==> src/rtl/ddr5_phy_read_counters.sv <==
// ddr5_phy_read_counters
// Read-path burst timing for the DDR5 PHY. Each accepted read strobe runs one
// burst through PREAMBLE -> DATA (+ optional CRC cycle) -> POSTAMBLE, driving
// the DQS receive gate, DQ capture qualifiers and phase-done pulses.
//
// Ports
//   clk_i             PHY clock, rising edge
//   rst_i             asynchronous active-low reset
//   rd_en_i           single-cycle read strobe, latency-aligned
//   precycle_i[2:0]   preamble length (0 -> 1, >4 -> 4)
//   postcycle_i[1:0]  postamble length (0 -> 1, 3 -> 2)
//   burstlength_i[1:0] 01 = BC8 (4 data cycles), otherwise BL16 (8)
//   dram_crc_en_i     append one CRC cycle after data
//   rd_state_o[1:0]   00 IDLE, 01 PREAMBLE, 10 DATA, 11 POSTAMBLE
//   dqs_gate_o        DQS receiver gate
//   rddata_valid_o    high on data cycles
//   crc_check_o       high on the CRC cycle
//   preamble_done_o   last PREAMBLE cycle
//   rddata_done_o     last DATA cycle (incl. CRC)
//   postamble_done_o  last POSTAMBLE cycle
//   interamble_o      PREAMBLE entered directly from DATA/POSTAMBLE
//   rd_err_o          pulse on the cycle after a dropped strobe
//
// All outputs are registered: the Moore decode is applied to the next-state
// values so each output lines up with the state it describes.
module ddr5_phy_read_counters (
    input  logic       clk_i,
    input  logic       rst_i,
    input  logic       rd_en_i,
    input  logic [2:0] precycle_i,
    input  logic [1:0] postcycle_i,
    input  logic [1:0] burstlength_i,
    input  logic       dram_crc_en_i,
    output logic [1:0] rd_state_o,
    output logic       dqs_gate_o,
    output logic       rddata_valid_o,
    output logic       crc_check_o,
    output logic       preamble_done_o,
    output logic       rddata_done_o,
    output logic       postamble_done_o,
    output logic       interamble_o,
    output logic       rd_err_o
);

    localparam int unsigned CNT_W = 4;

    typedef enum logic [1:0] {
        S_IDLE = 2'b00,
        S_PRE  = 2'b01,
        S_DATA = 2'b10,
        S_POST = 2'b11
    } state_t;

    // Burst configuration captured on PREAMBLE entry
    typedef struct packed {
        logic [2:0]       pre;       // 1..4
        logic [1:0]       post;      // 1..2
        logic [CNT_W-1:0] data_len;  // 4 or 8
        logic             crc;
    } cfg_t;

    typedef struct packed {
        logic [1:0] state;
        logic       gate;
        logic       valid;
        logic       crc;
        logic       pre_done;
        logic       data_done;
        logic       post_done;
        logic       inter;
    } out_t;

    state_t           state_q, state_nxt;
    logic [CNT_W-1:0] cnt_q, cnt_nxt;
    logic             pend_q, pend_nxt;
    logic             inter_q, inter_nxt;
    cfg_t             cfg_q, cfg_nxt;
    cfg_t             cfg_in;
    logic             err_nxt;
    out_t             out_q, out_nxt;
    logic             err_q;

    logic [CNT_W-1:0] pre_last;
    logic [CNT_W-1:0] data_last;
    logic [CNT_W-1:0] post_last;

    // Moore decode of a (state, cnt, cfg, interamble) tuple
    function automatic out_t decode(input state_t st, input logic [CNT_W-1:0] cnt,
                                    input cfg_t cfg, input logic inter);
        out_t             o;
        logic [CNT_W-1:0] total;
        total       = cfg.data_len + CNT_W'(cfg.crc);
        o           = '0;
        o.state     = st;
        o.gate      = (st != S_IDLE);
        o.valid     = (st == S_DATA) && (cnt < cfg.data_len);
        o.crc       = (st == S_DATA) && cfg.crc && (cnt == cfg.data_len);
        o.pre_done  = (st == S_PRE)  && (cnt == CNT_W'(cfg.pre) - CNT_W'(1));
        o.data_done = (st == S_DATA) && (cnt == total - CNT_W'(1));
        o.post_done = (st == S_POST) && (cnt == CNT_W'(cfg.post) - CNT_W'(1));
        o.inter     = (st == S_PRE)  && inter;
        return o;
    endfunction

    // Clamp mode-register inputs into the configuration to be latched
    always_comb begin
        cfg_in = '0;
        if (precycle_i == 3'd0) begin
            cfg_in.pre = 3'd1;
        end else if (precycle_i > 3'd4) begin
            cfg_in.pre = 3'd4;
        end else begin
            cfg_in.pre = precycle_i;
        end
        if (postcycle_i == 2'd0) begin
            cfg_in.post = 2'd1;
        end else if (postcycle_i == 2'd3) begin
            cfg_in.post = 2'd2;
        end else begin
            cfg_in.post = postcycle_i;
        end
        cfg_in.data_len = (burstlength_i == 2'b01) ? CNT_W'(4) : CNT_W'(8);
        cfg_in.crc      = dram_crc_en_i;
    end

    assign pre_last  = CNT_W'(cfg_q.pre) - CNT_W'(1);
    assign data_last = cfg_q.data_len + CNT_W'(cfg_q.crc) - CNT_W'(1);
    assign post_last = CNT_W'(cfg_q.post) - CNT_W'(1);

    // Next-state, counter, pending and error logic
    always_comb begin
        state_nxt = state_q;
        cnt_nxt   = cnt_q + CNT_W'(1);
        pend_nxt  = pend_q;
        inter_nxt = inter_q;
        cfg_nxt   = cfg_q;
        err_nxt   = 1'b0;
        case (state_q)
            S_IDLE: begin
                cnt_nxt = '0;
                if (rd_en_i) begin
                    state_nxt = S_PRE;
                    inter_nxt = 1'b0;
                    cfg_nxt   = cfg_in;
                end
            end
            S_PRE: begin
                err_nxt = rd_en_i;
                if (cnt_q == pre_last) begin
                    state_nxt = S_DATA;
                    cnt_nxt   = '0;
                end
            end
            S_DATA: begin
                if (rd_en_i) begin
                    if (pend_q) begin
                        err_nxt = 1'b1;
                    end else begin
                        pend_nxt = 1'b1;
                    end
                end
                if (cnt_q == data_last) begin
                    cnt_nxt = '0;
                    // Back-to-back read: skip postamble straight into preamble
                    if (pend_q || rd_en_i) begin
                        state_nxt = S_PRE;
                        inter_nxt = 1'b1;
                        pend_nxt  = 1'b0;
                        cfg_nxt   = cfg_in;
                    end else begin
                        state_nxt = S_POST;
                    end
                end
            end
            S_POST: begin
                if (rd_en_i) begin
                    state_nxt = S_PRE;
                    cnt_nxt   = '0;
                    inter_nxt = 1'b1;
                    cfg_nxt   = cfg_in;
                end else if (cnt_q == post_last) begin
                    state_nxt = S_IDLE;
                    cnt_nxt   = '0;
                end
            end
            default: begin
                state_nxt = S_IDLE;
                cnt_nxt   = '0;
            end
        endcase
        out_nxt = decode(state_nxt, cnt_nxt, cfg_nxt, inter_nxt);
    end

    // State and output registers
    always_ff @(posedge clk_i or negedge rst_i) begin
        if (!rst_i) begin
            state_q <= S_IDLE;
            cnt_q   <= '0;
            pend_q  <= 1'b0;
            inter_q <= 1'b0;
            cfg_q   <= '0;
            out_q   <= '0;
            err_q   <= 1'b0;
        end else begin
            state_q <= state_nxt;
            cnt_q   <= cnt_nxt;
            pend_q  <= pend_nxt;
            inter_q <= inter_nxt;
            cfg_q   <= cfg_nxt;
            out_q   <= out_nxt;
            err_q   <= err_nxt;
        end
    end

    assign rd_state_o       = out_q.state;
    assign dqs_gate_o       = out_q.gate;
    assign rddata_valid_o   = out_q.valid;
    assign crc_check_o      = out_q.crc;
    assign preamble_done_o  = out_q.pre_done;
    assign rddata_done_o    = out_q.data_done;
    assign postamble_done_o = out_q.post_done;
    assign interamble_o     = out_q.inter;
    assign rd_err_o         = err_q;

endmodule
==> config.mk <==
export PLATFORM = sky130hd
export DESIGN_NAME = ddr5_phy_read_counters
export DESIGN_NICKNAME = d
export VERILOG_FILES = /design/src/rtl/ddr5_phy_read_counters.sv
export SDC_FILE = /design/constraint.sdc
export NUM_CORES = 1
export LEC_CHECK = 0
export CAP_MARGIN = 40
export CORE_UTILIZATION = 55
export DETAILED_ROUTE_END_ITERATION = 6
export GPL_ROUTABILITY_DRIVEN = 0
export HOLD_SLACK_MARGIN = 0.08
export MAX_ROUTING_LAYER = met4
export PLACE_DENSITY_LB_ADDON = 0.05
export SLEW_MARGIN = 10
export SYNTH_ARGS = -nofsm -noshare
export SYNTH_HDL_FRONTEND = slang
export SYNTH_SLANG_ARGS = --single-unit
export TNS_END_PERCENT = 20
==> constraint.sdc <==
create_clock -name clk_i -period 10.3 [get_ports clk_i]
set_input_delay 2.06 -clock clk_i [delete_from_list [all_inputs] [get_ports clk_i]]
set_output_delay 2.06 -clock clk_i [all_outputs]
set_load 0.05 [all_outputs]
==> reports/metrics.csv <==
stage;metric;value;unit
yosys;simple-gate share of the synthesized area;16.8;%
floorplan;num rows;21;
global_routing;pin count of the biggest net entering global routing;27;
critical_path;top fanout value on the critical path;14;
timing;RSZ-0062 raised after global routing;false;
critical_path;CP most frequent cell;ha_1;
global_routing;gr usage total;26.7;%
pwr;Logic pwr share;61.8;%
cells_and_area;area of the multi-input gates;1270;µm²
floorplan;DIE WIDTH;63.3;µm
pwr;Net Sw Frac;47.8;%
yosys;post-synthesis compound-gate area fraction;22.0;%
clock_network;clock root cell;clkbuf_8;
pwr;Worst VDD drop;0.000105;V
clock_network;worst skew pair latency;0.27;ns
clock_network;Bufs on Longest Clock Path;2;
yosys;synthesized flop and latch total;26;
yosys;Mapped Area;2060;µm²
global_routing;vias in the first global route;1648;
critical_path;slowest CP cell;clkdlybuf4s50_1;
clock_network;Worst-path clk slew;0.09;ns
min_path;min-delay worst type;flop to flop;
floorplan;num ports;21;
flow_run;max-cap violations;0;
detailed_routing;DRC viols;0;
placement;Place WS;4.57;ns
global_routing;initial antenna violation count;0;
yosys;Post-synth EDFFs;0;
timing;Max Fclk;0.182;GHz
pwr;Seq pwr share;26.3;%
detailed_routing;TritonRoute pass-1 iters;4;
critical_path;startpoint types;primary input;
yosys;ys async rst share;100;%
yosys;distinct cell type count after synthesis;63;
timing;Worst Max-Slew Pin Slew;0.846;ns
timing;post-layout min period;5.48;ns
timing;final hold violation count;0;
critical_path;crit path launch;rd_en_i;
clock_network;# hold bufs at CTS;0;
pwr;clock share of power;11.9;%
critical_path;Data required, critical path;10.48;ns
floorplan;Starting Density;59.5;%
placement;Placed Cells;272;
critical_path;R2R cell count;14;
clock_network;Sink Count;26;
critical_path;CP Capture Type;flop;
cells_and_area;post-route non-filler standard cell count;276;
yosys;mean post-synth cell area;9.83;µm²
critical_path;Critical R2R Capture;rddata_done_o$_DFF_PN0_;
yosys;Post-synth top cells;dfrtp_1 (26), inv_1 (26), ha_1 (17), xor2_1 (15), nor2_1 (12);
yosys;main area contributors after synthesis;dfrtp_1 (32%), ha_1 (10%), xor2_1 (6.4%);
timing;Fin Setup TNS;0;ns
global_routing;global-route wire length before repair;8.05;mm
critical_path;critical-path cell list;clkdlybuf4s50_1 -> nor2_1 -> nor3_1 -> mux2i_1 -> o21ai_0 -> a22oi_1 -> ha_1 -> ha_1 -> xor2_1 -> or4b_2 -> a311oi_1;
pwr;Sw Pwr;0.000268;W
clock_network;TritonCTS buffer count;3;
cells_and_area;layout cells sized above 1;10.9;%
yosys;largest family of logic cells by synthesized area;compound AO/OA/AOI/OAI gates;
yosys;Net Count, Synth;238;
clock_network;H-tree Lvls;1;
cells_and_area;register area;651;µm²
yosys;mux cell area share after synthesis;1.52;%
clock_network;cts repair resizes;0;
timing;Max Slew Vio Count;0;
timing;Worst Hold Slack;0.544;ns
yosys;xor/xnor cell area share of the yosys netlist;10.7;%
clock_network;CTS tree;done;
timing;Slew headroom;43.2;%
critical_path;critical path depth;11;
detailed_routing;via density per instance;5.94;
yosys;Yosys warning count;0;
detailed_routing;Vias;1640;
detailed_routing;DRT iter0 DRCs;117;
cells_and_area;Fillers;298;
timing;Worst Clk Skew;0.00576;ns
critical_path;WS Path Type;primary input to flop;
pwr;power density over the cells;241;nW/µm²
critical_path;R2R Setup Slk;6.21;ns
yosys;Syn Inst Count;210;
pwr;Pleak;1.04;nW
run_status;outcome;finished clean;
global_routing;grt total ovfl;0;
cells_and_area;n_diodes;0;
yosys;Post-Synth Adder-Cell Area;10.3;%
yosys;leading area contributor after synthesis;dfrtp_1;
critical_path;Reg2Reg Launch Point;cfg_q[0]$_DFF_PN0_;
floorplan;core area;3470;µm²
cells_and_area;Area Overhead vs Synth;13.0;%
critical_path;arrival time at the worst endpoint;5.66;ns
critical_path;CP Capture Point;rddata_done_o$_DFF_PN0_;
pwr;Overall Power;0.000561;W
floorplan;die height;63.3;µm
detailed_routing;drt wl/cell;16.7;µm
yosys;main flop type after synthesis;dfrtp_1;
critical_path;CP top delay family;simple AND/OR/NAND/NOR gates;
cells_and_area;final layout net count;259;
critical_path;slowest cell delay on critical path;0.76;ns
placement;I/O Buffers;19;
yosys;share of the synthesized area in the top cell type;31.5;%
critical_path;crit path buf inv count;1;
detailed_routing;wirelength, routed;4.60;mm
detailed_routing;ANT nets after route;0;
pwr;internal power;0.000293;W
yosys;Seq/Total Area, Yosys;31.5;%
placement;dpl hpwl;3.57;mm
timing;final setup margin;4.82;ns
timing;setup violators final;0;
timing;final worst-path cycle share;53.2;%
floorplan;Die Area;4000;µm²
clock_network;post-CTS setup buffers;0;
## per-stage QoR
step | utilization, % | area (µm²)
after global placement | 65.7 | 2280
after CTS | 67.2 | 2330
after global routing | 67.2 | 2330
after detailed placement | 65.7 | 2280
final | 67.2 | 2330
after floorplan | - | 2060
## cells in the final DEF, fill, tap and decap left out, types with 2 or more instances in the layout
cell,n
a2bb2oi_1,2
xnor2_2,2
and3_1,3
inv_1,26
mux2i_1,2
a22oi_1,4
a31oi_1,4
nand3_1,6
nor2b_1,4
nor2_1,12
xnor2_1,4
clkbuf_8,4
o21ai_0,9
o211ai_1,2
a21oi_1,9
nor3_1,6
clkdlybuf4s50_1,19
a31oi_4,2
buf_4,2
xor2_1,15
ha_1,17
dfrtp_1,26
a211oi_1,2
nand3b_1,2
nand2_1,5
a311oi_1,3
o21bai_1,2
## state kept, by name (all words and copies together), names as in the netlist
register          count
inter_q               1
rddata_valid_o        1
postamble_done_o      1
interamble_o          1
preamble_done_o       1
cfg_q                10
rddata_done_o         1
rd_err_o              1
cnt_q                 4
pend_q                1
crc_check_o           1
rd_state_o            2
dqs_gate_o            1
## worst reg2reg max path: cells and delay by family, from the launching register on
family          cells  cell delay, ns
fa+ha+maj           4            0.91
xor+xnor            2            0.39
compound gates      3            0.70
mux                 1            0.24
simple gates        3            1.30
flops               1            0.39
buf+inv             1            0.07
## worst min-delay path by stage
stage	from	to	slack, ns	depth (start not counted)
3_5_place_dp	cfg_q[1]$_DFF_PN0_	cfg_q[1]$_DFF_PN0_	0.52	2
4_1_cts	cfg_q[1]$_DFF_PN0_	cfg_q[1]$_DFF_PN0_	0.54	2
5_1_grt	cfg_q[1]$_DFF_PN0_	cfg_q[1]$_DFF_PN0_	0.59	2
6_report	cfg_q[1]$_DFF_PN0_	cfg_q[1]$_DFF_PN0_	0.54	2
2_1_floorplan	cfg_q[1]$_DFF_PN0_	cfg_q[1]$_DFF_PN0_	0.48	2
3_3_place_gp	cfg_q[1]$_DFF_PN0_	cfg_q[1]$_DFF_PN0_	0.52	2
## power by group through the flow
stage | Clock [W] | Sequential [W] | Combinational [W]
after floorplan | 0 | 0.000158 | 0.000266
after global placement | 0 | 0.000149 | 0.000332
after detailed placement | 0 | 0.000150 | 0.000345
after CTS | 0.0000685 | 0.000147 | 0.000346
after global routing | 0.0000738 | 0.000150 | 0.000386
final | 0.0000671 | 0.000147 | 0.000347
## routing by layer
| metal | GRT usage (%) | vias up | routed length, µm |
|---|---|---|---|
| met3 | 4.35 | 6 | 192 |
| li1 | - | 802 | - |
| met2 | 40.7 | 41 | 2200 |
| met1 | 36.5 | 791 | 2160 |
| met5 | - | - | 0 |
| met4 | 7.95 | 0 | 41 |
## cell type report
class,instances,area share [%]
Sequential cell,26,27.9
Clock buffer,4,2.36
Multi-Input combinational cell,153,54.3
Timing Repair Buffer,21,8.80
Tap cell,46,2.47
Inverter,26,4.18
## cells by family (layout without fill, tap and decap cells)
group                    count (synthesis)  in the layout
buffers and inverters                   31             51
flip-flops                              26             26
adder cells (fa/ha/maj)                 17             17
AO/OA/AOI/OAI                           55             55
XOR/XNOR                                22             22
multiplexers                             3              3
AND/OR/NAND/NOR                         56             56
(Power assumes the default switching activity.)
